--- src/rtl/reg_scoreboard_pkg.sv ---
// rtl/reg_scoreboard_pkg.sv - shared defaults, latency classes and entry operation type for the register scoreboard
package reg_scoreboard_pkg;

    localparam int NUM_REGS_DEF    = 32;
    localparam int ADDR_W_DEF      = 5;
    localparam int LAT_W_DEF       = 3;
    localparam int STALL_CNT_W_DEF = 16;

    localparam int REG_X0   = 0;
    localparam int LAT_ALU  = 0;
    localparam int LAT_LOAD = 1;
    localparam int LAT_MUL  = 3;

    // Per-entry update selected by the top level, highest priority first: flush, set, clear
    typedef enum logic [1:0] {
        ENT_HOLD  = 2'd0,
        ENT_SET   = 2'd1,
        ENT_CLR   = 2'd2,
        ENT_FLUSH = 2'd3
    } entry_op_e;

endpackage

--- src/rtl/reg_scoreboard_if.sv ---
// rtl/reg_scoreboard_if.sv - issue/writeback/status bundle between the ID stage and the register scoreboard
interface reg_scoreboard_if
    import reg_scoreboard_pkg::*;
#(
    parameter int ADDR_W      = ADDR_W_DEF,
    parameter int LAT_W       = LAT_W_DEF,
    parameter int STALL_CNT_W = STALL_CNT_W_DEF
);
    logic                   issue_valid;
    logic [ADDR_W-1:0]      issue_rs1;
    logic [ADDR_W-1:0]      issue_rs2;
    logic                   issue_rs1_used;
    logic                   issue_rs2_used;
    logic [ADDR_W-1:0]      issue_rd;
    logic                   issue_rd_wr;
    logic [LAT_W-1:0]       issue_lat;
    logic                   issue_ready;
    logic                   fwd_rs1;
    logic                   fwd_rs2;
    logic                   wb_valid;
    logic [ADDR_W-1:0]      wb_rd;
    logic                   flush;
    logic [ADDR_W:0]        busy_cnt;
    logic [STALL_CNT_W-1:0] stall_cnt;
    logic                   wb_err;

    modport master (
        output issue_valid, issue_rs1, issue_rs2, issue_rs1_used, issue_rs2_used,
               issue_rd, issue_rd_wr, issue_lat, wb_valid, wb_rd, flush,
        input  issue_ready, fwd_rs1, fwd_rs2, busy_cnt, stall_cnt, wb_err
    );

    modport slave (
        input  issue_valid, issue_rs1, issue_rs2, issue_rs1_used, issue_rs2_used,
               issue_rd, issue_rd_wr, issue_lat, wb_valid, wb_rd, flush,
        output issue_ready, fwd_rs1, fwd_rs2, busy_cnt, stall_cnt, wb_err
    );
endinterface

--- src/rtl/reg_scoreboard_sb_entry.sv ---
// rtl/reg_scoreboard_sb_entry.sv - one tracked register: busy bit plus result-ready countdown
module sb_entry
    import reg_scoreboard_pkg::*;
#(
    parameter int LAT_W = LAT_W_DEF
) (
    input  logic             clk,
    input  logic             rst,
    input  entry_op_e        op,
    input  logic [LAT_W-1:0] lat,
    output logic             busy,
    output logic             busy_nxt,
    output logic [LAT_W-1:0] cnt
);

    // busy_nxt is exported so the top can register the busy popcount in step with the entries
    always_comb begin
        busy_nxt = busy;
        case (op)
            ENT_SET:           busy_nxt = 1'b1;
            ENT_CLR, ENT_FLUSH: busy_nxt = 1'b0;
            default:           busy_nxt = busy;
        endcase
    end

    always_ff @(posedge clk or posedge rst) begin
        if (rst) begin
            busy <= 1'b0;
            cnt  <= '0;
        end else begin
            busy <= busy_nxt;
            case (op)
                ENT_SET:            cnt <= lat;
                ENT_CLR, ENT_FLUSH: cnt <= '0;
                default: begin
                    if (cnt != '0)
                        cnt <= cnt - LAT_W'(1);
                end
            endcase
        end
    end

endmodule

--- src/rtl/reg_scoreboard.sv ---
// rtl/reg_scoreboard.sv - register scoreboard: per-register busy/countdown tracking, hazard and forward decisions
module reg_scoreboard
    import reg_scoreboard_pkg::*;
#(
    parameter int NUM_REGS    = NUM_REGS_DEF,
    parameter int ADDR_W      = ADDR_W_DEF,
    parameter int LAT_W       = LAT_W_DEF,
    parameter bit FWD_EN      = 1'b1,
    parameter int STALL_CNT_W = STALL_CNT_W_DEF
) (
    input logic             clk,
    input logic             rst,
    reg_scoreboard_if.slave sb
);

    logic [NUM_REGS-1:0] busy;
    logic [NUM_REGS-1:0] busy_nxt;
    logic [LAT_W-1:0]    cnt [NUM_REGS];

    logic                   rs1_haz, rs2_haz, waw, ready, fire;
    logic [ADDR_W:0]        busy_pop;
    logic [ADDR_W:0]        busy_cnt_q;
    logic [STALL_CNT_W-1:0] stall_cnt_q;
    logic                   wb_err_q;

    assign busy[REG_X0]     = 1'b0;
    assign busy_nxt[REG_X0] = 1'b0;
    assign cnt[REG_X0]      = '0;

    // Hazards look only at registered state; a writeback in this cycle does not unblock until the next
    assign rs1_haz = sb.issue_rs1_used && (sb.issue_rs1 != '0) && busy[sb.issue_rs1]
                     && ((cnt[sb.issue_rs1] != '0) || !FWD_EN);
    assign rs2_haz = sb.issue_rs2_used && (sb.issue_rs2 != '0) && busy[sb.issue_rs2]
                     && ((cnt[sb.issue_rs2] != '0) || !FWD_EN);
    assign waw     = sb.issue_rd_wr && (sb.issue_rd != '0) && busy[sb.issue_rd];
    assign ready   = !sb.flush && !rs1_haz && !rs2_haz && !waw;
    assign fire    = sb.issue_valid && ready && sb.issue_rd_wr && (sb.issue_rd != '0);

    assign sb.issue_ready = ready;
    assign sb.fwd_rs1 = FWD_EN && sb.issue_rs1_used && (sb.issue_rs1 != '0)
                        && busy[sb.issue_rs1] && (cnt[sb.issue_rs1] == '0);
    assign sb.fwd_rs2 = FWD_EN && sb.issue_rs2_used && (sb.issue_rs2 != '0)
                        && busy[sb.issue_rs2] && (cnt[sb.issue_rs2] == '0);

    generate
        for (genvar r = 1; r < NUM_REGS; r++) begin : g_entry
            entry_op_e op;

            always_comb begin
                op = ENT_HOLD;
                if (sb.flush)
                    op = ENT_FLUSH;
                else if (fire && (sb.issue_rd == ADDR_W'(r)))
                    op = ENT_SET;
                else if (sb.wb_valid && (sb.wb_rd == ADDR_W'(r)))
                    op = ENT_CLR;
            end

            sb_entry #(.LAT_W(LAT_W)) u_entry (
                .clk      (clk),
                .rst      (rst),
                .op       (op),
                .lat      (sb.issue_lat),
                .busy     (busy[r]),
                .busy_nxt (busy_nxt[r]),
                .cnt      (cnt[r])
            );
        end
    endgenerate

    always_comb begin
        busy_pop = '0;
        for (int i = 0; i < NUM_REGS; i++)
            busy_pop = busy_pop + (ADDR_W+1)'(busy_nxt[i]);
    end

    always_ff @(posedge clk or posedge rst) begin
        if (rst) begin
            busy_cnt_q  <= '0;
            stall_cnt_q <= '0;
            wb_err_q    <= 1'b0;
        end else begin
            busy_cnt_q <= busy_pop;
            if (sb.issue_valid && !ready && !sb.flush && (stall_cnt_q != '1))
                stall_cnt_q <= stall_cnt_q + STALL_CNT_W'(1);
            if (!sb.flush && sb.wb_valid && (sb.wb_rd != '0) && !busy[sb.wb_rd])
                wb_err_q <= 1'b1;
        end
    end

    assign sb.busy_cnt  = busy_cnt_q;
    assign sb.stall_cnt = stall_cnt_q;
    assign sb.wb_err    = wb_err_q;

endmodule

--- src/flat_wrapper.sv ---
// flat-port wrapper written by rule: the top's interface ports become plain ports
module reg_scoreboard_flat import reg_scoreboard_pkg::*;
#(
    parameter int NUM_REGS    = NUM_REGS_DEF,
    parameter int ADDR_W      = ADDR_W_DEF,
    parameter int LAT_W       = LAT_W_DEF,
    parameter bit FWD_EN      = 1'b1,
    parameter int STALL_CNT_W = STALL_CNT_W_DEF
)
  (clk, rst, sb_issue_valid, sb_issue_rs1, sb_issue_rs2, sb_issue_rs1_used, sb_issue_rs2_used, sb_issue_rd, sb_issue_rd_wr, sb_issue_lat, sb_wb_valid, sb_wb_rd, sb_flush, sb_issue_ready, sb_fwd_rs1, sb_fwd_rs2, sb_busy_cnt, sb_stall_cnt, sb_wb_err);
  reg_scoreboard_if #(.ADDR_W(ADDR_W), .LAT_W(LAT_W), .STALL_CNT_W(STALL_CNT_W)) sb_i ();
  input logic clk;
  input logic rst;
  input wire logic [$bits(sb_i.issue_valid)-1:0] sb_issue_valid;
  input wire logic [$bits(sb_i.issue_rs1)-1:0] sb_issue_rs1;
  input wire logic [$bits(sb_i.issue_rs2)-1:0] sb_issue_rs2;
  input wire logic [$bits(sb_i.issue_rs1_used)-1:0] sb_issue_rs1_used;
  input wire logic [$bits(sb_i.issue_rs2_used)-1:0] sb_issue_rs2_used;
  input wire logic [$bits(sb_i.issue_rd)-1:0] sb_issue_rd;
  input wire logic [$bits(sb_i.issue_rd_wr)-1:0] sb_issue_rd_wr;
  input wire logic [$bits(sb_i.issue_lat)-1:0] sb_issue_lat;
  input wire logic [$bits(sb_i.wb_valid)-1:0] sb_wb_valid;
  input wire logic [$bits(sb_i.wb_rd)-1:0] sb_wb_rd;
  input wire logic [$bits(sb_i.flush)-1:0] sb_flush;
  output wire logic [$bits(sb_i.issue_ready)-1:0] sb_issue_ready;
  output wire logic [$bits(sb_i.fwd_rs1)-1:0] sb_fwd_rs1;
  output wire logic [$bits(sb_i.fwd_rs2)-1:0] sb_fwd_rs2;
  output wire logic [$bits(sb_i.busy_cnt)-1:0] sb_busy_cnt;
  output wire logic [$bits(sb_i.stall_cnt)-1:0] sb_stall_cnt;
  output wire logic [$bits(sb_i.wb_err)-1:0] sb_wb_err;
  assign sb_i.issue_valid = sb_issue_valid;
  assign sb_i.issue_rs1 = sb_issue_rs1;
  assign sb_i.issue_rs2 = sb_issue_rs2;
  assign sb_i.issue_rs1_used = sb_issue_rs1_used;
  assign sb_i.issue_rs2_used = sb_issue_rs2_used;
  assign sb_i.issue_rd = sb_issue_rd;
  assign sb_i.issue_rd_wr = sb_issue_rd_wr;
  assign sb_i.issue_lat = sb_issue_lat;
  assign sb_i.wb_valid = sb_wb_valid;
  assign sb_i.wb_rd = sb_wb_rd;
  assign sb_i.flush = sb_flush;
  assign sb_issue_ready = sb_i.issue_ready;
  assign sb_fwd_rs1 = sb_i.fwd_rs1;
  assign sb_fwd_rs2 = sb_i.fwd_rs2;
  assign sb_busy_cnt = sb_i.busy_cnt;
  assign sb_stall_cnt = sb_i.stall_cnt;
  assign sb_wb_err = sb_i.wb_err;
  reg_scoreboard #(.NUM_REGS(NUM_REGS), .ADDR_W(ADDR_W), .LAT_W(LAT_W), .FWD_EN(FWD_EN), .STALL_CNT_W(STALL_CNT_W)) u_core (.clk(clk), .rst(rst), .sb(sb_i));
endmodule
--- config.mk ---
export PLATFORM = sky130hd
export DESIGN_NAME = reg_scoreboard_flat
export DESIGN_NICKNAME = d
export VERILOG_FILES = /design/src/rtl/reg_scoreboard_pkg.sv /design/src/rtl/reg_scoreboard_if.sv /design/src/rtl/reg_scoreboard_sb_entry.sv /design/src/rtl/reg_scoreboard.sv /design/src/flat_wrapper.sv
export SDC_FILE = /design/constraint.sdc
export NUM_CORES = 1
export LEC_CHECK = 0
export BUFFER_PORTS_ARGS = -buffer_cell sky130_fd_sc_hd__buf_2
export CAP_MARGIN = 20
export CORE_MARGIN = 8
export CORE_UTILIZATION = 50
export DETAILED_ROUTE_END_ITERATION = 8
export PLACE_DENSITY = 0.7
export REMOVE_ABC_BUFFERS = 1
export SYNTH_ARGS = -nofsm -noshare
export SYNTH_HDL_FRONTEND = slang
export SYNTH_HIERARCHICAL = 1
export SYNTH_SLANG_ARGS = --single-unit
--- constraint.sdc ---
create_clock -name clk -period 9.95 [get_ports clk]
set_clock_uncertainty 0.15 [all_clocks]
set_input_delay 0.995 -clock clk [delete_from_list [all_inputs] [get_ports clk]]
set_output_delay 0.995 -clock clk [all_outputs]
set_load 0.05 [all_outputs]
==> results.txt, run 1 <==
- Count of unique library cells instantiated by Yosys: 60
- HPWL reported at the end of detailed placement: roughly 28 mm
* RSZ-0062 raised after global routing: false
* Post-route DRC: 0
- Post-CTS resize count: 0
* Via count: about 11000
- In this run the power density over the cells is 173 nW/um2.
* Status: complete, no violations
* Portion of total power attributed to sequential cells: 0.317
- Net count reported at finish: 1507
- After detailed routing, the average wire length per cell comes to 22.1 um.
- Worst voltage drop across the vdd grid: roughly 0.17 mV
- RD Place Congestion: between 0.9 and 1
- Input and output buffers added on the ports amount to 56.
* Crit path capture type: flip-flop
- Subtracting the final worst setup slack from the clock period gives ~8.8 ns.
- The number of placed instances, taps included, is ~1700.
- The floorplan has between 50 and 60 rows.
* Synth Register Bits: about 150
- Setup TNS: 0 ns
- Once detail routing completed, the nets flagged for antenna violations numbered 0.
- Dividing the detail-routed via count by the number of cells gives ~6.4.
- The die is around 180 um wide.
- Clock net sink count: 147
- During synthesis, Yosys emitted a total of 6 warnings.
- Across every metal layer, demand over resource in global routing totals 0.248.
- In this run, the number of DRC markers left after iteration 0 of detailed routing was between 1000 and 1500.
- The final hold violation count came to 0.
- The initial utilization of the core area, before any placement, comes to 0.508.
* First-pass GRT wire length: between 60 and 70 mm
- In the final layout, the share of cells above drive strength 1 is 0.138.
* Area of the core region: ~25000 um2
- After clock tree synthesis, the clock-pin slew on the worst setup and hold paths is 0.06 ns.
* Internal power consumption: ~1.5 mW
- Max Freq: 0.113 GHz
- Kind of path behind the tightest hold check: flip-flop to flip-flop
- Clock tree from TritonCTS: yes
- Dominant cell type by area after synthesis: sky130_fd_sc_hd__dfrtp_1
- WP data required: ~10 ns
- Tracing the worst setup path back leads to its startpoint at sb_issue_rs1[0].
* H-tree Lvls: 4
* Top-level port count: 57
- Counting instances in the post-synthesis netlist gives the leading cell types as 181 x sky130_fd_sc_hd__inv_1, 170 x sky130_fd_sc_hd__nor2b_1, 147 x sky130_fd_sc_hd__dfrtp_1.
- The worst pin sits at a relative slew slack of 0.286.
- Root buf cell: sky130_fd_sc_hd__clkbuf_16
* Number of enable-type register cells in the synthesized netlist: 0
- The number of antenna violations at the first check in global routing was 3.
- Clock network power share: 0.266
- Timing analysis after detailed placement gives a worst setup slack of slightly above 0.8 ns.
* Register area share after synthesis: 0.288
* Post-cts hold buffer count: 0
- Summed over all layers, the global routing overflow is 0.
- The number of antenna diodes in the final layout is 0.
- Setup slack on the critical path of the routed design comes to about 1.1 ns.
- LEAKAGE: about 6 nW
- For this run, the leading register cell type out of synthesis is sky130_fd_sc_hd__dfrtp_1.
* Top cell type's share of synthesized area: 0.288
- The number of global-route vias before repair was ~11000.
* Final clock period utilization by the worst path: 0.889
* Setup Fix Bufs, Post-CTS: 0
* Startpoint Class: input pin
* Cell Count, Final, Fillers Out: roughly 1700
* Max Cap Viol: 0
- Along the worst path, the maximum fanout reaches 27.
* Leading post-synthesis cells by cell area: sky130_fd_sc_hd__dfrtp_1 29%, sky130_fd_sc_hd__nor2b_1 8.3%, sky130_fd_sc_hd__mux4_2 7.2%
- Dividing the synthesized area by the synthesized cell count gives about 9.4 um2.
- Counting the buffers created by CTS gives 17.
* Buffer depth of the longest clock path: 2
- Synthesis produced a netlist whose cell count is between 1000 and 1500.
- The synthesized netlist occupies a cell area of about 13000 um2.
- Switch Pwr: 918 uW
* Share of flip-flops with an asynchronous set or reset: 1.00
* Most numerous cell in the Yosys netlist: sky130_fd_sc_hd__inv_1
- Start of the worst register-to-register path: u_core/g_entry[17].u_entry/cnt[2]
- Vert. Die Dim: 176 um
- Critical Path Slowest Stage Cell: sky130_fd_sc_hd__o311ai_0
- Share of total power in combinational logic: 0.417
- Of the total power, the share spent switching nets is 0.384.
- Area enclosed by the die boundary: slightly above 30000 um2
* HP Start: u_core/sb.stall_cnt[4]
- At the pin with the least slew margin, the transition time is 1.06 ns.
- Final max-slew violation count: 0
- Worst-skew pair later-pin latency: 0.43 ns
* Delay contributed by the slowest stage of the critical path: 0.74 ns
* Path type of the worst setup path: input pin to flip-flop
- The first TritonRoute pass finished after 5 iterations.
- Maximum number of pins on one net before global-route repair: 63
* Final WL: roughly 38 mm
- Final setup violation count: 0
- STA puts the critical path data arrival time at ~9 ns.
- The most numerous cell type found on the critical path is sky130_fd_sc_hd__fa_1.
* Area added between synthesis and finish: 8.36%
==> final cells by class <==
type / count / area, um2
repair buffers: 62 / 325
flip-flops and latches: 147 / 3680
clock buffers: 21 / 450
fillers: 2254 / 11300
inverters: 181 / 679
well taps: 330 / 413
clock inverters: 10 / 109
multi-input cells: 974 / 8170
==> flip-flops by register name, summed over array words and instances (netlist names) <==
name and flops:
u_core/sb.wb_err 1, u_core/sb.busy_cnt 6, u_core/g_entry.u_entry/busy 31, u_core/sb.stall_cnt 16, u_core/g_entry.u_entry/cnt 93
==> per-layer routing <==
layer  global-route usage  share of wire  up-vias  wire, um
met3               0.0595          0.080      105      3050
met5                    0        0.00089        -        34
met2                0.395           0.47      508     17900
li1                     -              -     4915         -
met4                0.107          0.036        6      1380
met1                0.316           0.41     5445     15800
==> cell families after synthesis <==
logic type,Yosys count,share of synthesized area
compound gates,203,0.149
xor+xnor,17,0.0117
fa+ha+maj,93,0.105
buf+inv,229,0.0720
flops,147,0.288
mux,57,0.0856
simple gates,604,0.289
==> power by group through the flow <==
stage / combinational, mW / sequential (mW) / clock (mW)
2_1_floorplan: 0.682 / 0.797 / 0
3_3_place_gp: 0.955 / 0.764 / 0
3_5_place_dp: 0.984 / 0.764 / 0
4_1_cts: 0.993 / 0.755 / 0.647
5_1_grt: 1.11 / 0.768 / 0.674
6_report: 0.996 / 0.757 / 0.636
==> path summary, 6_finish.rpt <==
check / to / slack (ns) / cells after the start
worst min-delay path: u_core/sb.stall_cnt[4] / 0.36 / 1
worst min register to register: u_core/sb.stall_cnt[4] / 0.36 / 1
min in group asynchronous: u_core/g_entry[23].u_entry/cnt[1] / 0.70 / 2
max in group asynchronous: u_core/sb.stall_cnt[6] / 8.10 / 2
worst max register to register: u_core/sb.busy_cnt[4] / 2.01 / 23
worst max-delay path: u_core/sb.busy_cnt[4] / 1.11 / 25
==> cells in the final DEF (no fill, tap or decap), drive strengths merged, types with 31 or more instances in the layout <==
cell     netlist  layout
nor4b         67      67
nor3          37      37
buf           22      62
ha            70      70
a311oi        31      31
dfrtp        147     147
inv          181     182
or2b          31      31
a2111oi       65      65
nor2b        170     170
nand2b        59      59
or3b          31      31
nor2         111     111
mux4          41      41
==> metrics by stage <==
stage                     hold WS, ns  power, mW   util  area [um2]
final                           0.355       2.39  0.550       13800
after global routing            0.375       2.55  0.550       13800
after CTS                       0.362       2.39  0.550       13800
after detailed placement        0.350       1.75  0.528       13300
after global placement          0.327       1.72  0.528       13300
after floorplan                 0.391       1.48      -       12500
==> worst max-delay path, delay by kind of cell <==
kind            cells  cell delay, ns
compound gates      8            2.08
buf+inv             5            1.20
fa+ha+maj           8            3.82
xor+xnor            1            0.13
simple gates        3            0.75
No activity file was read; power rests on OpenSTA's default activity.
==> run 2, diff against run 1 <==
GPL_TIMING_DRIVEN = 0   (was default)
==> results.txt, run 2 (same netlist as run 1, synthesis figures left out) <==
* Status: complete, no violations
- The post-layout minimum cycle time came to 9.28 ns (+0.440 ns).
- The final number of setup-violating endpoints was 0 (unchanged).
- RD Place Congestion: 0.944 (-0.34%)
* Initial cell density of the core: 0.508 (unchanged)
* Total power divided by cell area: 173 nW/um2 (+0.21%)
* Peak-usage layer in the global routing report: met2
- The final hold violation count was 0 (unchanged).
* Path type of the worst setup path: input pin to flip-flop
- R2r setup slk: 1.44 ns (-0.57 ns)
- Clock tree synthesis selected as its root buffer the cell sky130_fd_sc_hd__clkbuf_16.
* R2r endpoint: u_core/sb.busy_cnt[4]
* Delay contributed by the slowest stage of the critical path: 0.68 ns (-0.06 ns)
- The overall die area came to 30900 um2 (unchanged).
- Max_slew headroom: 0.365 (+0.0795)
- Top-level port count: 57 (unchanged)
- The switching power of the nets came to 911 uW (-0.76%).
- The number of antenna violations at the first check in global routing came to 6 (+3).
* Worst Setup Slack, final: 0.665 ns (-0.440 ns)
- Post-route DRC: 0 (unchanged)
* Post-cts hold buffer count: 0 (unchanged)
- The number of clock sinks came to 147 (unchanged).
* HP Start: u_core/sb.stall_cnt[11]
* Startpoint Class: input pin
* Switching power share of the total: 0.379 (-0.00527)
- Setup TNS: 0 ns (unchanged)
- Most frequent CP cell: sky130_fd_sc_hd__fa_1
- Number of placement rows: 58 (unchanged)
* First-pass GRT wire length: 56.3 mm (-6.3%)
* Pin slew with the least headroom to its limit: 0.952 ns (-0.111 ns)
* Fraction of layout cells with a size suffix above 1: 0.138 (-0.000420)
- Register name with the most flops: u_core/g_entry.u_entry/cnt
* Area of the core region: 25100 um2 (unchanged)
- The post-layout net count is 1503 (-0.27%).
- Kind of path behind the tightest hold check: flip-flop to flip-flop
- The clock transition at the registers of the reported paths came to 0.06 ns (about the same).
- Maximum number of pins on one net before global-route repair: 67 (+6.3%)
- Most common cell after layout, fill and taps aside: sky130_fd_sc_hd__inv_1
* Fill cells: 2341 (+3.9%)
- Via count: 10800 (-1.8%)
- The maximum VDD drop came to 0.123 mV (-30%).
* Arr. time, crit path: 9.45 ns (+0.44 ns)
- Max Freq: 0.108 GHz (-4.7%)
- Number of nets still failing antenna checks after routing: 0 (unchanged)
* Worst-skew pair later-pin latency: 0.43 ns (about the same)
- Leaving out fill and tap cells, the most frequent cells in the layout are 181 x sky130_fd_sc_hd__inv_1, 170 x sky130_fd_sc_hd__nor2b_1, 147 x sky130_fd_sc_hd__dfrtp_1.
* Largest register FFs: 93 (unchanged)
- Worst slack at placement: 0.0951 ns (-0.723 ns)
* Final WL: 35.6 mm (-6.7%)
* H-tree Lvls: 4 (unchanged)
- Cells along the critical path: buf_2, mux4_2, mux2_2, o311ai_1, a21oi_1, a211oi_4, and3_2, a31oi_1, nor2_1, inv_1, fa_1, fa_1, fa_1, fa_1, fa_1, fa_1, fa_1, fa_1, inv_1, a21o_1, a21oi_1, xnor2_1
- Final cell utilization of the core: 0.553 (+0.00224)
- The design internal power came to 1.49 mW (+1.5%).
- TritonCTS built the clock tree.
- Relative to the synthesized area, the layout overhead comes to 8.80%.
* HPWL reported at the end of detailed placement: 25.9 mm (-6.8%)
- The die width is 176 um (unchanged).
- The worst setup path is captured at a flip-flop.
- LEAKAGE: 5.92 nW (about the same)
* Final clock period utilization by the worst path: 0.933 (+0.0442)
* Clock network power share: 0.284 (+0.018)
- Portion of total power attributed to sequential cells: 0.312 (-0.005)
- Met1 track utilization from global routing: 0.303 (-0.0133)
* Vert. Die Dim: 176 um (unchanged)
* Share of total power in combinational logic: 0.404 (-0.013)
- Critical Path Slowest Stage Cell: sky130_fd_sc_hd__a211oi_4
* Buffer depth of the longest clock path: 2 (unchanged)
* Cell Count, Final, Fillers Out: 1724 (-0.058%)
* GR met3 Demand/Resource: 0.0438 (-0.0157)
- Cell family with most CP delay: adder cells
- The routing usage on met2 came to 0.372 (-0.0232).
- The number of maximum-capacitance violations was 0 (unchanged).
- In this run the critical register-to-register path is launched from u_core/g_entry[11].u_entry/cnt[2].
- Crit path buffers/inverters: 3 (-2)
- Largest fanout on the critical path: 32 (+19%)
* Count of placed standard cells including taps: 1689 (-0.30%)
- The critical path required time was 10.11 ns (about the same).
- The detailed router's first-iteration violation count came to 977 (-17%).
- Setup repair after global routing left no endpoint under its margin.
- Via count of the first global-routing pass: 10300 (-4.2%)
- The total global routing overflow was 0 (unchanged).
- Global Route Usage Sum: 0.231 (-0.0167)
* Hold Path End: u_core/sb.stall_cnt[11]
- Count of buffers inserted at the top-level ports: 56 (unchanged)
* Vias per std cell: 6.26 (-1.7%)
* Number of buffers created by CTS: 17 (unchanged)
- Count of TritonRoute iterations in the first routing pass: 7 (+2)
- Final max-slew violation count: 0 (unchanged)
* Routed wirelength normalized by instance count: 20.7 um (-6.7%)
- R2R cell count: 22 (-4.3%)
- The number of cells on the worst hold path came to 1 (unchanged).
-- run 2: cell types whose count changed in the layout (fill, tap and decap cells not counted), sizes merged --
cell and change:
clkbuf -2, bufinv +1, clkinv -3, buf -4, diode +2, inv +4, clkinvlp +1
-- run 2: worst max path at each step --
stage | startpoint | endpoint | slack [ns] | cells past startpoint
after floorplan | sb_issue_rs1[1] | u_core/sb.busy_cnt[4] | 1.08 | 23
after global placement | sb_issue_rs1[0] | u_core/sb.busy_cnt[4] | -0.97 | 22
after detailed placement | sb_issue_rs1[0] | u_core/sb.busy_cnt[4] | 0.1 | 22
after CTS | sb_issue_rs1[0] | u_core/sb.busy_cnt[4] | 0.52 | 22
after global routing | sb_issue_rs1[0] | u_core/sb.busy_cnt[4] | 0.26 | 22
final | sb_issue_rs1[0] | u_core/sb.busy_cnt[4] | 0.67 | 22
-- run 2: final cells by class --
cell class	instances	area, um2	area share
antenna	2	5.00	0.000361
timing repair buffer	58	328	0.0236
clock inverter	13	174	0.0125
sequential	147	3680	0.265
inverter	181	679	0.0490
clock buffer	19	433	0.0312
tap	330	413	0.0298
multi-input combinational	974	8170	0.588
-- run 2: worst register-to-register path: cells and delay by family (launching register included) --
kind	cells	cell delay [ns]
xor+xnor	1	0.14
fa+ha+maj	8	3.81
simple gates	4	1.65
compound gates	7	2.02
buf+inv	2	0.17
flops	1	0.44
-- run 2: what timing repair did --
action                                 CTS  global route
endpoints found under the hold margin    0             0
resized for setup                        0             1
buffers inserted                         0             0
setup endpoints to repair                0             1
-- run 2: routing by layer --
| layer | vias to the layer above | share of wire |
|---|---|---|
| met5 | - | 0.0015 |
| met4 | 8 | 0.029 |
| met3 | 75 | 0.071 |
| met2 | 454 | 0.47 |
| met1 | 5336 | 0.43 |
| li1 | 4913 | - |
-- run 2: power groups by stage --
stage	Combinational (mW)	Clock [mW]	Sequential [mW]
2_1_floorplan	0.682	0	0.797
3_3_place_gp	0.937	0	0.758
3_5_place_dp	0.968	0	0.758
4_1_cts	0.974	0.695	0.749
5_1_grt	1.09	0.716	0.761
6_report	0.972	0.682	0.750
-- run 2: per-stage QoR --
step	power, mW	area, um2	hold WS [ns]
finish	2.40	13900	0.340
global route	2.57	13900	0.361
CTS	2.42	13900	0.342
detailed placement	1.73	13200	0.333
global placement	1.69	13200	0.320
floorplan	1.48	12500	0.391
==> run 3, diff against run 2 <==
clock period = 11.68 ns   (was 9.95 ns; I/O delays follow)
==> results.txt, run 3 (same netlist as run 1, synthesis figures left out) <==
- The placed instance count came to 1689 (unchanged).
- The critical path required time was 11.84 ns (+1.73 ns).
- The number of global-route vias before repair came to 10300 (unchanged).
* Crit path capture type: flip-flop
* Maximum number of pins on one net before global-route repair: 67 (unchanged)
- The total power density per cell area was 148 nW/um2 (-15%).
- Setup TNS: 0 ns (unchanged)
* H-tree Lvls: 4 (unchanged)
* Buffer depth of the longest clock path: 2 (unchanged)
- The per-cell routed wire length was 20.7 um (+0.27%).
- The count of input and output buffers was 56 (unchanged).
- Remaining global-route overflow: 0 (unchanged)
- The flow ran to the end, and the final reports show no timing, DRC or antenna violations.
- Vert. Die Dim: 176 um (unchanged)
* Largest register FFs: 93 (unchanged)
- The starting utilization of the core area is 0.508 (unchanged).
- Die Span X: 176 um (unchanged)
* Pin slew with the least headroom to its limit: 0.943 ns (-0.00923 ns)
- Register name with the most flops: u_core/g_entry.u_entry/cnt
* Root buf cell: sky130_fd_sc_hd__clkbuf_16
- The endpoint arrival time on the critical path came to 9.90 ns (+0.45 ns).
- The area added between synthesis and finish is 8.79% (about the same).
- The total routed wirelength was 35.7 mm (+0.27%).
- Top-level port count: 57 (unchanged)
* RSZ-0062 raised after global routing: false
* Final cell utilization of the core: 0.553 (about the same)
- The delay contributed by the slowest stage of the critical path is 0.74 ns (+0.06 ns).
* Via count: 10800 (-0.18%)
* Max Cap Viol: 0 (unchanged)
* HPWL reported at the end of detailed placement: 25.9 mm (unchanged)
* Clock net sink count: 147 (unchanged)
- Vias per std cell: 6.25 (-0.18%)
- Largest fanout on the critical path: 32 (unchanged)
- Worst slack at placement: 1.65 ns (+1.56 ns)
* Fill cells: 2342 (+0.043%)
- Final max-slew violation count: 0 (unchanged)
- Count of TritonRoute iterations in the first routing pass: 5 (-2)
* Cells along the critical path: buf_2, mux4_2, mux2_2, o311ai_1, a21oi_1, a211oi_4, and3_1, a31oi_1, nor2_1, inv_1, fa_1, fa_1, fa_1, fa_1, fa_1, fa_1, fa_1, fa_1, inv_1, a21o_1, a21oi_1, xnor2_1
* Net count reported at finish: 1503 (unchanged)
- The overall die area is 30900 um2 (unchanged).
* Number of placement rows: 58 (unchanged)
- Worst voltage drop across the vdd grid: 0.105 mV (-15%)
- Post-CTS resize count: 0 (unchanged)
* Number of buffers created by CTS: 17 (unchanged)
- First-pass GRT wire length: 56.3 mm (unchanged)
- The post-layout instance area was 13900 um2 (about the same).
- The total global-route track usage came to 0.231 (unchanged).
- The leakage power was 5.92 nW (about the same).
* Clock tree from TritonCTS: yes
- Post-cts hold buffer count: 0 (unchanged)
- The post-route DRC violation count is 0 (unchanged).
* Final setup violation count: 0 (unchanged)
- RD Place Congestion: 0.944 (unchanged)
- Area of the core region: 25100 um2 (unchanged)
- In the layout the commonest cells are 181 x sky130_fd_sc_hd__inv_1, 170 x sky130_fd_sc_hd__nor2b_1, 147 x sky130_fd_sc_hd__dfrtp_1.
* Worst-path clk slew: 0.06 ns (about the same)
- Final clock period utilization by the worst path: 0.834
- The total cell area at the placement stage came to 13200 um2 (unchanged).
* Startpoint Class: input pin
- Path type of the worst setup path: input pin to flip-flop
- Most common cell after layout, fill and taps aside: sky130_fd_sc_hd__inv_1
- After layout, the minimum clock period comes to between 9 and 10 ns.
- The number of antenna violations at the first check in global routing is 6 (unchanged).
- Setup Fix Bufs, Post-CTS: 0 (unchanged)
- Most frequent CP cell: sky130_fd_sc_hd__fa_1
- The final hold violation count was 0 (unchanged).
* Max Freq: 0.103 GHz
- The final cell count without fillers was 1724 (unchanged).
* Initial DRC Count: 973 (-0.41%)
- The source-to-sink clock delay at the later pin of the worst-skew pair was 0.43 ns (about the same).
* Number of nets still failing antenna checks after routing: 0 (unchanged)
- Critical Path Slowest Stage Cell: sky130_fd_sc_hd__and3_1
- The worst relative slew slack is 0.366 (+0.00132).
- The worst hold path belongs to the class flip-flop to flip-flop.
- The share of post-route cells with drive strength above 1 came to 0.137 (-0.000718).
* Worst Setup Slack, final: 1.94 ns (+1.28 ns)
[run 3: cell counts in the layout (fill, tap and decap cells not counted)]
Identical to the previous run, type by type.
[run 3: layout make-up]
cell class                      instances  area (um2)  share of cell area
Clock buffer                           19         433              0.0312
Clock inverter                         13         174              0.0125
Multi-Input combinational cell        974        8170               0.588
Antenna cell                            2        5.00            0.000361
Inverter                              181         679              0.0490
Tap cell                              330         413              0.0298
Sequential cell                       147        3680               0.265
Timing Repair Buffer                   58         328              0.0236
[run 3: report_power, final]
| group | leakage (nW) | switching [mW] | total (mW) | internal (mW) |
|---|---|---|---|---|
| registers | 1.87 | 0.0657 | 0.639 | 0.574 |
| clock network | 0.286 | 0.241 | 0.582 | 0.340 |
| logic | 3.77 | 0.471 | 0.829 | 0.358 |
[run 3: path summary, 6_finish.rpt]
path                       slack, ns  depth (start not counted)                                end                              start
setup / recovery                1.94                         22              u_core/sb.busy_cnt[4]                    sb_issue_rs1[0]
hold / removal                  0.34                          1            u_core/sb.stall_cnt[11]            u_core/sb.stall_cnt[11]
setup reg to reg                2.90                         22              u_core/sb.busy_cnt[4]  u_core/g_entry[11].u_entry/cnt[2]
hold reg to reg                 0.34                          1            u_core/sb.stall_cnt[11]            u_core/sb.stall_cnt[11]
max in group asynchronous       9.69                          2             u_core/sb.stall_cnt[5]                                rst
min in group asynchronous       0.83                          2  u_core/g_entry[30].u_entry/cnt[1]                                rst
[run 3: worst max-delay path, delay by kind of cell]
family                     cells  cell delay (ns)
xor gates and xnor gates       1             0.14
adders and majority gates      8             3.80
and+or+nand+nor                2             1.07
buffers and inverters          3             0.82
AOI/OAI and AO/OA              6             1.95
muxes                          2             0.93
[run 3: through the flow]
step           total power [mW]  hold WS, ns
6_report                   2.05        0.337
3_3_place_gp               1.44        0.320
4_1_cts                    2.06        0.342
2_1_floorplan              1.26        0.391
3_5_place_dp               1.47        0.333
5_1_grt                    2.19        0.361
[run 3: metal layers]
layer,track usage,routed length [um]
met5,0,47
met1,0.303,15200
met3,0.0438,2650
met2,0.372,16700
met4,0.0904,1080
